$ cat src/rtl/ram_sp_rr_arbiter_pkg.sv
// ram_arb_pkg: shared types for the single-port RAM round-robin arbiter.
//   NUM_REQ   - number of requesters sharing the RAM
//   req_id_t  - requester index
//   cmd_t     - one RAM command {wen, bwen, addr, wdata}, sized by CMD_* widths
package ram_arb_pkg;

  localparam int unsigned NUM_REQ        = 2;
  localparam int unsigned CMD_DATA_WIDTH = 32;
  localparam int unsigned CMD_DEPTH      = 16;
  localparam int unsigned CMD_ADDR_WIDTH = $clog2(CMD_DEPTH);
  localparam int unsigned CMD_BWEN_WIDTH = CMD_DATA_WIDTH / 8;

  typedef logic [$clog2(NUM_REQ)-1:0] req_id_t;

  typedef struct packed {
    logic                      wen;
    logic [CMD_BWEN_WIDTH-1:0] bwen;
    logic [CMD_ADDR_WIDTH-1:0] addr;
    logic [CMD_DATA_WIDTH-1:0] wdata;
  } cmd_t;

endpackage

$ cat src/rtl/ram_sp_rr_arbiter_rr_arb2.sv
// rr_arb2: two-way round-robin grant with a one-bit priority pointer.
//   clock, reset        - clock, asynchronous active-high reset
//   valid_0, valid_1    - request present per requester
//   grant_0, grant_1    - combinational one-hot (or zero) grant, forced 0 in reset
//   grant_id            - index of the granted requester (meaningful with a grant)
module rr_arb2
  import ram_arb_pkg::*;
(
  input  logic    clock,
  input  logic    reset,
  input  logic    valid_0,
  input  logic    valid_1,
  output logic    grant_0,
  output logic    grant_1,
  output req_id_t grant_id
);

  req_id_t prio_q, prio_d;

  always_comb begin
    grant_0 = 1'b0;
    grant_1 = 1'b0;
    if (!reset) begin
      if (valid_0 && valid_1) begin
        grant_0 = (prio_q == req_id_t'(0));
        grant_1 = (prio_q == req_id_t'(1));
      end else begin
        grant_0 = valid_0;
        grant_1 = valid_1;
      end
    end
    grant_id = req_id_t'(grant_1);
  end

  // After a grant the pointer moves to the other requester; idle cycles hold it.
  always_comb begin
    prio_d = prio_q;
    if (grant_0) begin
      prio_d = req_id_t'(1);
    end else if (grant_1) begin
      prio_d = req_id_t'(0);
    end
  end

  always_ff @(posedge clock or posedge reset) begin
    if (reset) begin
      prio_q <= '0;
    end else begin
      prio_q <= prio_d;
    end
  end

endmodule

$ cat src/rtl/ram_sp_rr_arbiter.sv
// ram_sp_rr_arbiter: shares one single-port byte-masked RAM (registered read)
// between two valid/ready clients with round-robin arbitration.
//   clock, reset                     - clock, asynchronous active-high reset
//   req_valid_x / req_ready_x        - request handshake (ready is the grant)
//   req_wen_x, req_bwen_x,
//   req_addr_x, req_wdata_x          - request payload
//   rsp_valid_x / rsp_rdata_x        - one-cycle read response
//   ram_cen, ram_wen, ram_bwen,
//   ram_addr, ram_din                - RAM command pins (all 0 when idle)
//   ram_dout                         - RAM registered read data
module ram_sp_rr_arbiter
  import ram_arb_pkg::*;
#(
  parameter int unsigned DATA_WIDTH = CMD_DATA_WIDTH,
  parameter int unsigned DEPTH      = CMD_DEPTH,
  localparam int unsigned ADDR_WIDTH = $clog2(DEPTH),
  localparam int unsigned BWEN_WIDTH = DATA_WIDTH / 8
) (
  input  logic                  clock,
  input  logic                  reset,
  input  logic                  req_valid_0,
  output logic                  req_ready_0,
  input  logic                  req_wen_0,
  input  logic [BWEN_WIDTH-1:0] req_bwen_0,
  input  logic [ADDR_WIDTH-1:0] req_addr_0,
  input  logic [DATA_WIDTH-1:0] req_wdata_0,
  output logic                  rsp_valid_0,
  output logic [DATA_WIDTH-1:0] rsp_rdata_0,
  input  logic                  req_valid_1,
  output logic                  req_ready_1,
  input  logic                  req_wen_1,
  input  logic [BWEN_WIDTH-1:0] req_bwen_1,
  input  logic [ADDR_WIDTH-1:0] req_addr_1,
  input  logic [DATA_WIDTH-1:0] req_wdata_1,
  output logic                  rsp_valid_1,
  output logic [DATA_WIDTH-1:0] rsp_rdata_1,
  output logic                  ram_cen,
  output logic                  ram_wen,
  output logic [BWEN_WIDTH-1:0] ram_bwen,
  output logic [ADDR_WIDTH-1:0] ram_addr,
  output logic [DATA_WIDTH-1:0] ram_din,
  input  logic [DATA_WIDTH-1:0] ram_dout
);

  // The command struct is sized by the package; reject mismatched overrides.
  if (DATA_WIDTH != CMD_DATA_WIDTH || DEPTH != CMD_DEPTH) begin : g_bad_cfg
    $error("ram_sp_rr_arbiter: DATA_WIDTH/DEPTH must match ram_arb_pkg CMD_* widths");
  end

  logic    grant_0, grant_1, any_grant;
  req_id_t grant_id;
  cmd_t    cmd_0, cmd_1, cmd_sel;
  logic    pending_q, pending_d;
  req_id_t owner_q, owner_d;

  rr_arb2 u_arb (
    .clock    (clock),
    .reset    (reset),
    .valid_0  (req_valid_0),
    .valid_1  (req_valid_1),
    .grant_0  (grant_0),
    .grant_1  (grant_1),
    .grant_id (grant_id)
  );

  assign req_ready_0 = grant_0;
  assign req_ready_1 = grant_1;

  always_comb begin
    cmd_0     = '{wen: req_wen_0, bwen: req_bwen_0, addr: req_addr_0, wdata: req_wdata_0};
    cmd_1     = '{wen: req_wen_1, bwen: req_bwen_1, addr: req_addr_1, wdata: req_wdata_1};
    any_grant = grant_0 | grant_1;
    cmd_sel   = '0;
    if (grant_0) begin
      cmd_sel = cmd_0;
    end else if (grant_1) begin
      cmd_sel = cmd_1;
    end
    // cmd_sel is all-zero without a grant, so the RAM pins idle at 0.
    ram_cen  = any_grant;
    ram_wen  = cmd_sel.wen;
    ram_bwen = cmd_sel.bwen;
    ram_addr = cmd_sel.addr;
    ram_din  = cmd_sel.wdata;
  end

  // Remember who issued a read so the registered RAM data goes to them next cycle.
  always_comb begin
    pending_d = any_grant && !cmd_sel.wen;
    owner_d   = any_grant ? grant_id : owner_q;
  end

  always_ff @(posedge clock or posedge reset) begin
    if (reset) begin
      pending_q <= 1'b0;
      owner_q   <= '0;
    end else begin
      pending_q <= pending_d;
      owner_q   <= owner_d;
    end
  end

  assign rsp_valid_0 = pending_q && (owner_q == req_id_t'(0));
  assign rsp_valid_1 = pending_q && (owner_q == req_id_t'(1));
  assign rsp_rdata_0 = ram_dout;
  assign rsp_rdata_1 = ram_dout;

endmodule

$ cat config.mk
export PLATFORM = sky130hd
export DESIGN_NAME = ram_sp_rr_arbiter
export DESIGN_NICKNAME = d
export VERILOG_FILES = /design/src/rtl/ram_sp_rr_arbiter_pkg.sv /design/src/rtl/ram_sp_rr_arbiter_rr_arb2.sv /design/src/rtl/ram_sp_rr_arbiter.sv
export SDC_FILE = /design/constraint.sdc
export NUM_CORES = 1
export LEC_CHECK = 0
export BUFFER_PORTS_ARGS = -buffer_cell sky130_fd_sc_hd__buf_4
export CAP_MARGIN = 20
export CORE_AREA = 2 2 89 91
export CTS_CLUSTER_SIZE = 16
export DETAILED_ROUTE_END_ITERATION = 7
export DIE_AREA = 0 0 91 93
export HOLD_SLACK_MARGIN = 0.12
export SLEW_MARGIN = 15
export SYNTH_ARGS = -nofsm -noshare
export SYNTH_HDL_FRONTEND = slang
export SYNTH_HIERARCHICAL = 1
export SYNTH_SLANG_ARGS = --single-unit
$ cat constraint.sdc
create_clock -name clock -period 3.2 [get_ports clock]
set_input_delay 0.16 -clock clock [delete_from_list [all_inputs] [get_ports clock]]
set_output_delay 0.16 -clock clock [all_outputs]
set_load 0.05 [all_outputs]
# After elaboration in Yosys (flattened, before gate mapping)
# Index checks and enable logic that the tools add are counted.
[op_classes]
reduce_logical = 6
n_mux = 8
bitwise = 3
[op_table]
columns = ["operator", "n"]
rows = [
  ["$mux 41", 2],
  ["$mux 1", 6],
  ["$logic_and 1x1->1", 4],
  ["$not 1->1", 2],
  ["$reduce_bool 2->1", 1],
  ["$logic_not 1->1", 1],
  ["$or 1x1->1", 1],
]
[word_totals]
register_bits = 3
input_bits = 118
output_inout_bits = 110
wordCells = 20

# Longest topological paths before layout
# Gate-level depths: netlist of the first run.
[depth]
ltp_word = 7
ltp_mapped = 6
ltp_nobuf = 4

# Hierarchy
# Netlist of the first run, hierarchy kept.
[by_module_without_submodules]
columns = ["module", "area_each_um2", "cells_each", "seq_area_each_um2", "n_inst"]
rows = [
  ["ram_sp_rr_arbiter", 1009.7, 129, 50.0, 1],
  ["rr_arb2", 78.8, 9, 25.0, 1],
]

# Worst setup path before layout of the first run
# Ideal clock, no wire load.
[synth_timing]
path_kind = "register -> output"
from = "register u_arb.prio_q"
to = "output port ram_addr[0]"
path_buffers = 1
path_slack_ns = 0.245
path_stages_with_launch = 6
t_required_ns = 3.040
t_arrival_ns = 2.795
path_cell_list = "dfrtp_1 -> inv_1 -> a21boi_0 -> nor2b_2 -> buf_2 -> a22o_1"
[synth_between]
elab_chain_cells = 4
elab_cells_between_ends = 7
[synth_lines]
columns = ["item", "line_no", "text"]
rows = [
  ["from (decl)", "ram_sp_rr_arbiter_rr_arb2.sv:18", "req_id_t prio_q, prio_d;"],
  ["from (signal assigned)", "ram_sp_rr_arbiter_rr_arb2.sv:49", "prio_q <= prio_d;"],
  ["$mux 1", "ram_sp_rr_arbiter_rr_arb2.sv:24", "if (valid_0 && valid_1) begin"],
  ["$mux 1", "ram_sp_rr_arbiter_rr_arb2.sv:23", "if (!reset) begin"],
  ["via req_ready_1", "ram_sp_rr_arbiter.sv:30", "output logic req_ready_1,"],
  ["$mux 41", "ram_sp_rr_arbiter.sv:76", "end else if (grant_1) begin"],
  ["$mux 41", "ram_sp_rr_arbiter.sv:74", "if (grant_0) begin"],
  ["to (decl)", "ram_sp_rr_arbiter.sv:40", "output logic [ADDR_WIDTH-1:0] ram_addr,"],
]
# The timed path passes the listed nets, and every way through them passes these cells.

# Worst setup path in the final report of the first run
[layout_timing]
from = "input port reset"
to = "output port ram_din[20]"
[layout_between]
elab_chain_cells = 3
elab_cells_between_ends = 4
[layout_lines]
columns = ["item", "line_no", "text"]
rows = [
  ["from (decl)", "ram_sp_rr_arbiter.sv:20", "input logic reset,"],
  ["$mux 1", "ram_sp_rr_arbiter_rr_arb2.sv:23", ""],
  ["$mux 41", "ram_sp_rr_arbiter.sv:76", ""],
  ["$mux 41 *", "ram_sp_rr_arbiter.sv:74", ""],
  ["to (decl)", "ram_sp_rr_arbiter.sv:41", "output logic [DATA_WIDTH-1:0] ram_din,"],
]
# Every way passes the cells marked *; elsewhere a longest branch is shown, timed or not.

==> impl_metrics.env, run 1 <==
export IMPL_yosys_register_bits=3
export IMPL_postSynthCellCount=138
export IMPL_cpMostUsedCell="buf_4"
export IMPL_drcViolationCount=0
export IMPL_synth_edf_count=0
export IMPL_insertion_delay_ps=220
export IMPL_ant_nets=0
export IMPL_ff_latch_area_um2=75.1
export IMPL_power_leakage_nw=0.947
export IMPL_synth_compound_area_share_pct=34.3
export IMPL_nets=322
export IMPL_cts_resized_gates=0
export IMPL_core_area_um2=7530
export IMPL_io_buffers=131
export IMPL_area_growth_pct=61.0
export IMPL_worst_pin_slew_ps=659
export IMPL_rows=32
export IMPL_post_synth_num_cell_types=18
export IMPL_htree_levels=1
export IMPL_start_kind="input pin"
export IMPL_fin_util_pct=23.3
export IMPL_hpwl_um=3150
export IMPL_cp_required_ps=3040
export IMPL_grt_first_pass_wirelength_um=5350
export IMPL_synthMuxAreaShare_pct=2.30
export IMPL_synth_area_leaders="buf_4, a22o_1, dfrtp_1, buf_2, inv_1"
export IMPL_synth_top_area_share_pct=44.8
export IMPL_placed_cells=300
export IMPL_synth_largest_area_cell="buf_4"
export IMPL_pre_cts_ws_ps=1070
export IMPL_drt_iter0_drc=20
export IMPL_grt_overflow=0
export IMPL_cp_arrival_ps=2480
export IMPL_syn_area_per_cell_um2=7.89
export IMPL_cp_slowest_stage_delay_ps=560
export IMPL_hold_viol=0
export IMPL_relSlewSlack_pct=55.6
export IMPL_synthAdderAreaFrac_pct=0
export IMPL_clkSinkCount=3
export IMPL_ctsHoldBuffers=1
export IMPL_status="finished, final reports clean"
export IMPL_drv_cap=0
export IMPL_fillers=824
export IMPL_grt_max_degree=25
export IMPL_skew_ps=0.952
export IMPL_die_y_um=93
export IMPL_clk_pin_slew_worst_paths_ps=30
export IMPL_dieArea_um2=8460
export IMPL_clock_root_buffer="clkbuf_8"
export IMPL_cp_slowest_cell="a21boi_0"
export IMPL_die_x_um=91
export IMPL_post_route_period_util_pct=82.4
export IMPL_place_area_um2=1700
export IMPL_path_class="input pin to output pin"
export IMPL_fin_area_um2=1750
export IMPL_finalWorstPathRequiredPeriod_ps=2640
export IMPL_cts_tree="built"
export IMPL_synth_nets=256
export IMPL_clockBufferDepth=2
export IMPL_initial_core_util_pct=14.5
export IMPL_synth_top_family_by_area="buffers and inverters"
export IMPL_setup_tns_ps=0
export IMPL_yosys_warnings=6
export IMPL_synth_yosys_seq_area_share_pct=6.90
export IMPL_ys_async_sr_fraction_pct=100
export IMPL_track_usage_pct=7.91
export IMPL_routed_via_density=3.76
export IMPL_cts_made_buffers=3
export IMPL_rsz0062_at_grt="false"
export IMPL_layout_setup_ws_ps=562
export IMPL_first_pass_iters=4
export IMPL_post_cts_buffers=0
export IMPL_crit_family="buffers and inverters"
export IMPL_grt_pass1_vias=1068
export IMPL_crit_buf_inv=4
export IMPL_p_per_area_nw_per_um2=305
export IMPL_critPathMaxFanout=24
export IMPL_synth_simple_area_share_pct=5.63
export IMPL_antenna_cells=0
export IMPL_timing_fmax_ghz=0.379
export IMPL_synth_most_common_cell="buf_4"
export IMPL_yosys_top_cells_count="buf_4, a22o_1, buf_2, inv_1, nand2_1"
export IMPL_multi_input_area_um2=470
export IMPL_drive_above_1_share_pct=70.0
export IMPL_antenna_found_initial=0
export IMPL_wire_per_inst_um=12.8
export IMPL_crit_path_cell_trace="dlygate4sd3_1 > buf_4 > nor2b_2 > a21boi_0 > nor2b_2 > buf_4 > a22o_1 > buf_4"
export IMPL_stdcell_count=305
export IMPL_synth_area_um2=1090
export IMPL_slew_violations=0
export IMPL_synthXorXnorAreaFrac_pct=0
export IMPL_max_vdd_ir_drop_uv=93.1
export IMPL_setup_viol=0
export IMPL_gp_congestion=0.642
export IMPL_num_io_pins=228
export IMPL_ys_flop_type="dfrtp_1"
export IMPL_routed_wl_um=3910
export IMPL_vias=1146
export IMPL_end_kind="output pin"
export IMPL_min_delay_path_class="input pin to register"
## power by group
| group | switching (W) | total, W | internal [W] |
|---|---|---|---|
| Combinational | 0.000220 | 0.000376 | 0.000156 |
| Sequential | 0.00000397 | 0.0000466 | 0.0000426 |
| Clock | 0.0000266 | 0.000112 | 0.0000851 |
## cells by family (layout without fill, tap and decap cells)
| group | Yosys count | in the layout |
|---|---|---|
| simple gates | 10 | 10 |
| mux | 2 | 2 |
| compound gates | 44 | 44 |
| buf+inv | 79 | 144 |
| flops | 3 | 3 |
## stage by stage
| stage | total power, W | hold slack, ps |
|---|---|---|
| 2_1_floorplan | 0.000484 | -111 |
| 3_3_place_gp | 0.000423 | 27.9 |
| 3_5_place_dp | 0.000426 | 33.5 |
| 4_1_cts | 0.000542 | 245 |
| 5_1_grt | 0.000564 | 262 |
| 6_report | 0.000534 | 255 |
## state kept, by name, summed over array words and instances (netlist names)
name,cells
owner_q,1
pending_q,1
u_arb/prio_q,1
## routing by layer
layer	GRT usage (%)	share of wire, %	vias to the layer above	wire (um)
li1	-	-	550	-
met1	7.43	34	486	1330
met2	14.3	51	85	2000
met3	3.14	12	25	482
met4	5.18	2.5	0	97
met5	0	0	-	0
## worst min-delay path, stage by stage
cell and delay, ps:
buf_4 110, inv_1 40, a22o_1 120
## final cells by class
class / count / share of cell area (%)
clock buffer: 4 / 2.57
sequential: 3 / 4.28
multi-input combinational: 56 / 26.8
tap: 102 / 7.28
timing repair buffer: 135 / 58.0
inverter: 5 / 1.07
## cell usage in the layout (no fill, tap or decap), drive strengths merged, types with 2 or more instances in the layout
master and instances:
buf 134, inv 5, clkbuf 4, o21ai 2
a22o 40, nand2 4, nor2b 3, dfrtp 3
## final timing paths
kind / startpoint / endpoint / slack [ps] / cells after the start
min in group asynchronous: reset / u_arb/prio_q / 370 / 3
setup / recovery: reset / ram_din[20] / 560 / 8
setup reg to reg: u_arb/prio_q / pending_q / 1410 / 5
hold reg to reg: owner_q / owner_q / 530 / 1
max in group asynchronous: reset / pending_q / 2690 / 3
hold / removal: req_wen_1 / pending_q / 260 / 3
(Power assumes the default switching activity.)
==> run 2: changes to the inputs <==
- CORE_AREA: 2 2 89 91 -> 2 2 87 89
- DIE_AREA: 0 0 91 93 -> 0 0 89 91
- clock period: 3.2 -> 2.2 ns (I/O delays scaled with it)
==> run 2 against run 1 <==
Combinational power increased by 50%. Highest routed layer unchanged. Sequential share of layout area fell by 0.16 points. Clock power is 45% higher. Non-clock buffer count rose by 3. Critical endpoint is now ram_din[24]. Die area is 4.3% lower. Sequential cell count is the same. Cell area increased by 3.9%. Register-to-register slack got worse by 550 ps.
==> impl_metrics.env, run 2 (synthesis results as in run 1) <==
export IMPL_worst_pin_slew_ps=314
export IMPL_routed_wl_um=3860
export IMPL_r2r_cells=3
export IMPL_min_delay_path_class="input pin to register"
export IMPL_finalWorstPathRequiredPeriod_ps=2140
export IMPL_hpwl_um=3010
export IMPL_end_kind="output pin"
export IMPL_p_sw_w=0.000369
export IMPL_hold_viol=0
export IMPL_r2r_start="u_arb/prio_q"
export IMPL_placed_cells=297
export IMPL_io_buffers=131
export IMPL_ant_nets=0
export IMPL_gp_congestion=0.779
export IMPL_cp_arrival_ps=2030
export IMPL_path_class="input pin to output pin"
export IMPL_seqPwrFrac_pct=8.6
export IMPL_grt_pass1_vias=1077
export IMPL_dieArea_um2=8100
export IMPL_multi_input_area_um2=487
export IMPL_r2r_slack_ps=860
export IMPL_cp_required_ps=2090
export IMPL_status="finished, final reports clean"
export IMPL_power_leakage_nw=0.978
export IMPL_fin_hold_ws_ps=190
export IMPL_drcViolationCount=0
export IMPL_stdcell_count=305
export IMPL_r2r_end="owner_q"
export IMPL_nets=325
export IMPL_drv_cap=0
export IMPL_start_kind="input pin"
export IMPL_routed_via_density=3.73
export IMPL_fillers=782
export IMPL_clockBufferDepth=2
export IMPL_p_comb_share_pct=71.0
export IMPL_top_regs="owner_q x1, pending_q x1, u_arb/prio_q x1"
export IMPL_grt_overflow=0
export IMPL_fin_util_pct=25.5
export IMPL_slew_violations=0
export IMPL_drt_iter0_drc=25
export IMPL_htree_levels=1
export IMPL_post_route_period_util_pct=97.0
export IMPL_antenna_cells=0
export IMPL_core_area_um2=7140
export IMPL_hold_path_endpoint="pending_q"
export IMPL_layout_commonest_cell="buf_4"
export IMPL_num_io_pins=228
export IMPL_clkSinkCount=3
export IMPL_die_y_um=91
export IMPL_clock_root_buffer="clkbuf_8"
export IMPL_drive_above_1_share_pct=70.9
export IMPL_first_pass_iters=4
export IMPL_setup_viol=0
export IMPL_antenna_found_initial=0
export IMPL_holdCritStartpoint="req_wen_1"
export IMPL_grt_max_degree=41
export IMPL_intPower_w=0.000427
export IMPL_hold_depth=3
export IMPL_track_usage_pct=7.53
export IMPL_clkPwrFrac_pct=20.4
export IMPL_cts_tree="built"
export IMPL_area_growth_pct=67.4
export IMPL_skew_ps=3.24
export IMPL_die_x_um=89
export IMPL_cts_made_buffers=3
export IMPL_rows=31
export IMPL_grt_first_pass_wirelength_um=4870
export IMPL_vias=1138
export IMPL_relSlewSlack_pct=79.0
export IMPL_insertion_delay_ps=220
export IMPL_critPathMaxFanout=20
export IMPL_timing_fmax_ghz=0.468
export IMPL_swShare_pct=46.4
export IMPL_p_per_area_nw_per_um2=437
export IMPL_ff_latch_area_um2=75.1
export IMPL_initial_core_util_pct=15.3
export IMPL_max_vdd_ir_drop_uv=94.5
export IMPL_clk_pin_slew_worst_paths_ps=30
export IMPL_wire_per_inst_um=12.7
export IMPL_mostFrequentLayoutCells="buf_4, a22o_1, inv_1"
-- run 2: stage by stage --
step / setup WS, ps / area, um2 / power, W / TNS (ps)
detailed placement: 521 / 1710 / 0.000621 / 0
finish: 65.0 / 1820 / 0.000795 / 0
CTS: 0.635 / 1770 / 0.000787 / 0
global placement: 571 / 1710 / 0.000619 / 0
floorplan: 149 / 1100 / 0.000705 / 0
global route: -19.0 / 1820 / 0.000836 / -82.3
-- run 2: final cells by class --
| cell class | instances | share of cell area, % |
|---|---|---|
| clock buffers | 4 | 2.47 |
| flip-flops and latches | 3 | 4.12 |
| multi-input cells | 56 | 26.7 |
| well taps | 99 | 6.80 |
| repair buffers | 138 | 58.9 |
| inverters | 5 | 1.03 |
-- run 2: per-layer routing --
layer	track usage, %	routed length, um	part of all wire (%)
met5	0	0	0
met3	2.27	440	11
met2	13.6	1970	51
met4	5.47	98	2.5
met1	6.83	1350	35
-- run 2: worst max-delay path by stage --
stage | start | to | slack [ps] | cells past startpoint
2_1_floorplan | u_arb/prio_q | ram_addr[0] | 150 | 5
3_3_place_gp | u_arb/prio_q | ram_din[17] | 570 | 6
3_5_place_dp | u_arb/prio_q | ram_din[17] | 520 | 6
4_1_cts | reset | ram_din[23] | 0.6 | 7
5_1_grt | reset | ram_bwen[3] | -20 | 8
6_report | reset | ram_din[24] | 60 | 8
-- run 2: what timing repair did --
item	in CTS	in global routing
resized for setup	0	3
hold buffers	1	0
setup buffers	0	2
setup endpoints to repair	0	41
hold endpoints to repair	3	0
-- run 2: critical path, cell delays in order --
cell,delay (ps)
dlygate4sd3_1,540
buf_4,150
or2b_1,260
a21oi_4,290
nor2b_4,90
clkbuf_16,200
a22o_1,180
buf_4,190
-- run 2: power groups by stage --
stage               Sequential, W  Combinational [W]  Clock (W)
floorplan               0.0000665           0.000639          0
global placement        0.0000690           0.000550          0
detailed placement      0.0000694           0.000552          0
CTS                     0.0000685           0.000554   0.000165
global route            0.0000690           0.000594   0.000173
finish                  0.0000682           0.000565   0.000162
==> run 3: changes to the inputs <==
- PLACE_DENSITY: unset -> 0.72
- SYNTH_HIERARCHICAL: 1 -> unset
==> run 3 against run 2 <==
Synthesized area increased by 84%. Via count increased by 57%. Critical path depth decreased by 3. Clock-buffer cell count unchanged. Sequential power decreased by 0.6%. Worst setup slack improved by 320 ps. Sequential cell count unchanged.
==> impl_metrics.env, run 3 <==
export IMPL_crit_path_cell_trace="dlygate4sd3_1 > buf_4 > nand2b_1 > o32ai_2 > buf_4"
export IMPL_synth_yosys_seq_area_share_pct=3.75
export IMPL_grt_first_pass_wirelength_um=7680
export IMPL_cts_made_buffers=3
export IMPL_syn_area_per_cell_um2=8.67
export IMPL_synth_area_um2=2000
export IMPL_setup_tns_ps=0
export IMPL_fillers=752
export IMPL_routed_via_density=4.64
export IMPL_clkPwrFrac_pct=17.2
export IMPL_status="finished, final reports clean"
export IMPL_swShare_pct=49.2
export IMPL_area_growth_pct=28.2
export IMPL_synth_most_common_cell="nand2b_1"
export IMPL_drt_iter0_drc=49
export IMPL_skew_ps=3.54
export IMPL_ys_flop_type="dfrtp_1"
export IMPL_postSynthCellCount=231
export IMPL_grt_max_degree=92
export IMPL_cts_tree="built"
export IMPL_htree_levels=1
export IMPL_post_route_period_util_pct=82.3
export IMPL_hold_depth=3
export IMPL_cp_required_ps=2090
export IMPL_drv_cap=0
export IMPL_critPathMaxFanout=91
export IMPL_die_y_um=91
export IMPL_multi_input_area_um2=1280
export IMPL_start_kind="input pin"
export IMPL_vias=1782
export IMPL_min_delay_path_class="input pin to register"
export IMPL_synth_edf_count=0
export IMPL_cpMostUsedCell="buf_4"
export IMPL_nets=404
export IMPL_layout_commonest_cell="buf_4"
export IMPL_intPower_w=0.000480
export IMPL_finalWorstPathRequiredPeriod_ps=1810
export IMPL_worst_pin_slew_ps=590
export IMPL_seqPwrFrac_pct=7.2
export IMPL_drcViolationCount=0
export IMPL_core_area_um2=7140
export IMPL_post_synth_num_cell_types=20
export IMPL_relSlewSlack_pct=60.7
export IMPL_yosys_warnings=0
export IMPL_synth_top_area_share_pct=32.5
export IMPL_rsz0062_at_grt="false"
export IMPL_gp_congestion=0.695
export IMPL_stdcell_count=384
export IMPL_setup_viol=0
export IMPL_fin_hold_ws_ps=189
export IMPL_drive_above_1_share_pct=64.6
export IMPL_p_sw_w=0.000464
export IMPL_antenna_found_initial=0
export IMPL_clockBufferDepth=2
export IMPL_power_leakage_nw=1.10
export IMPL_clk_pin_slew_worst_paths_ps=30
export IMPL_synth_area_leaders="o32ai_2, nand2b_1, buf_4, buf_6, dfrtp_1"
export IMPL_first_pass_iters=4
export IMPL_rows=31
export IMPL_mostFrequentLayoutCells="buf_4, nand2b_1, o32ai_2"
export IMPL_top_regs="owner_q x1, pending_q x1, u_arb.prio_q x1"
export IMPL_placed_cells=379
export IMPL_grt_overflow=0
export IMPL_dieArea_um2=8100
export IMPL_cp_arrival_ps=1700
export IMPL_initial_core_util_pct=28.1
export IMPL_ant_nets=0
export IMPL_timing_fmax_ghz=0.552
export IMPL_path_class="input pin to output pin"
export IMPL_clock_root_buffer="clkbuf_8"
export IMPL_wire_per_inst_um=13.4
export IMPL_track_usage_pct=11.6
export IMPL_antenna_cells=0
export IMPL_slew_violations=0
export IMPL_clkSinkCount=3
export IMPL_synth_nets=349
export IMPL_post_cts_buffers=0
export IMPL_io_buffers=131
export IMPL_ys_async_sr_fraction_pct=100
export IMPL_r2r_cells=3
export IMPL_die_x_um=89
export IMPL_yosys_register_bits=3
export IMPL_p_comb_share_pct=75.6
export IMPL_hpwl_um=3920
export IMPL_p_per_area_nw_per_um2=368
export IMPL_end_kind="output pin"
export IMPL_synth_largest_area_cell="o32ai_2"
export IMPL_max_vdd_ir_drop_uv=139
export IMPL_grt_pass1_vias=1757
export IMPL_cp_slowest_cell="dlygate4sd3_1"
export IMPL_routed_wl_um=5130
export IMPL_yosys_top_cells_count="nand2b_1, buf_4, o32ai_2"
export IMPL_hold_viol=0
export IMPL_ff_latch_area_um2=75.1
export IMPL_cp_slowest_stage_delay_ps=530
export IMPL_num_io_pins=228
export IMPL_insertion_delay_ps=220
-- run 3: worst paths after layout --
path / start / endpoint / slack, ps
worst max-delay path: reset / ram_din[21] / 390
worst min-delay path: req_valid_0 / u_arb.prio_q / 190
worst max register to register: u_arb.prio_q / owner_q / 990
worst min register to register: owner_q / owner_q / 520
max in group asynchronous: reset / u_arb.prio_q / 1440
min in group asynchronous: reset / pending_q / 610
-- run 3: timing repair --
action                     in CTS  in global routing
setup endpoints to repair       0                  0
hold buffers                    1                  0
resized for setup               0                  0
hold endpoints to repair        3                  0
-- run 3: cell families (layout without fill, tap and decap cells) --
kind of cell / after synthesis / after routing / synth area share, %
compound gates: 44 / 44 / 34.3
buf+inv: 90 / 144 / 32.8
simple gates: 93 / 93 / 28.6
flops: 3 / 3 / 3.75
mux: 1 / 1 / 0.500
-- run 3: critical path, delay by kind of cell --
kind / cells / cell delay (ps)
AO/OA/AOI/OAI: 1 / 220
buffers and inverters: 3 / 1080
AND/OR/NAND/NOR: 1 / 250
-- run 3: layer usage --
| metal | vias to the layer above | routed length, um | global-route usage (%) |
|---|---|---|---|
| met5 | - | 0 | 0 |
| met4 | 0 | 150 | 5.72 |
| met3 | 29 | 397 | 1.73 |
| met2 | 82 | 2860 | 23.4 |
| met1 | 829 | 1720 | 10.7 |
| li1 | 842 | - | - |
-- run 3: through the flow --
step / setup slack (ps) / power (W) / cell area, um2 / util (%)
2_1_floorplan: 288 / 0.000877 / 2000 / -
3_3_place_gp: 800 / 0.000780 / 2510 / 35.2
3_5_place_dp: 794 / 0.000790 / 2510 / 35.2
4_1_cts: 384 / 0.000958 / 2570 / 36.0
5_1_grt: 264 / 0.000996 / 2570 / 36.0
6_report: 389 / 0.000945 / 2570 / 36.0
-- run 3: power by group through the flow --
stage	registers (W)	logic, W	clock network, W
global route	0.0000688	0.000757	0.000170
detailed placement	0.0000685	0.000721	0
finish	0.0000678	0.000715	0.000162
global placement	0.0000680	0.000712	0
floorplan	0.0000662	0.000811	0
CTS	0.0000678	0.000724	0.000166
-- run 3: final cells by class --
| cell class | count | share of cell area (%) |
|---|---|---|
| flip-flops and latches | 3 | 2.92 |
| clock buffers | 4 | 1.75 |
| well taps | 99 | 4.82 |
| inverters | 2 | 0.292 |
| multi-input cells | 138 | 49.8 |
| repair buffers | 138 | 40.4 |
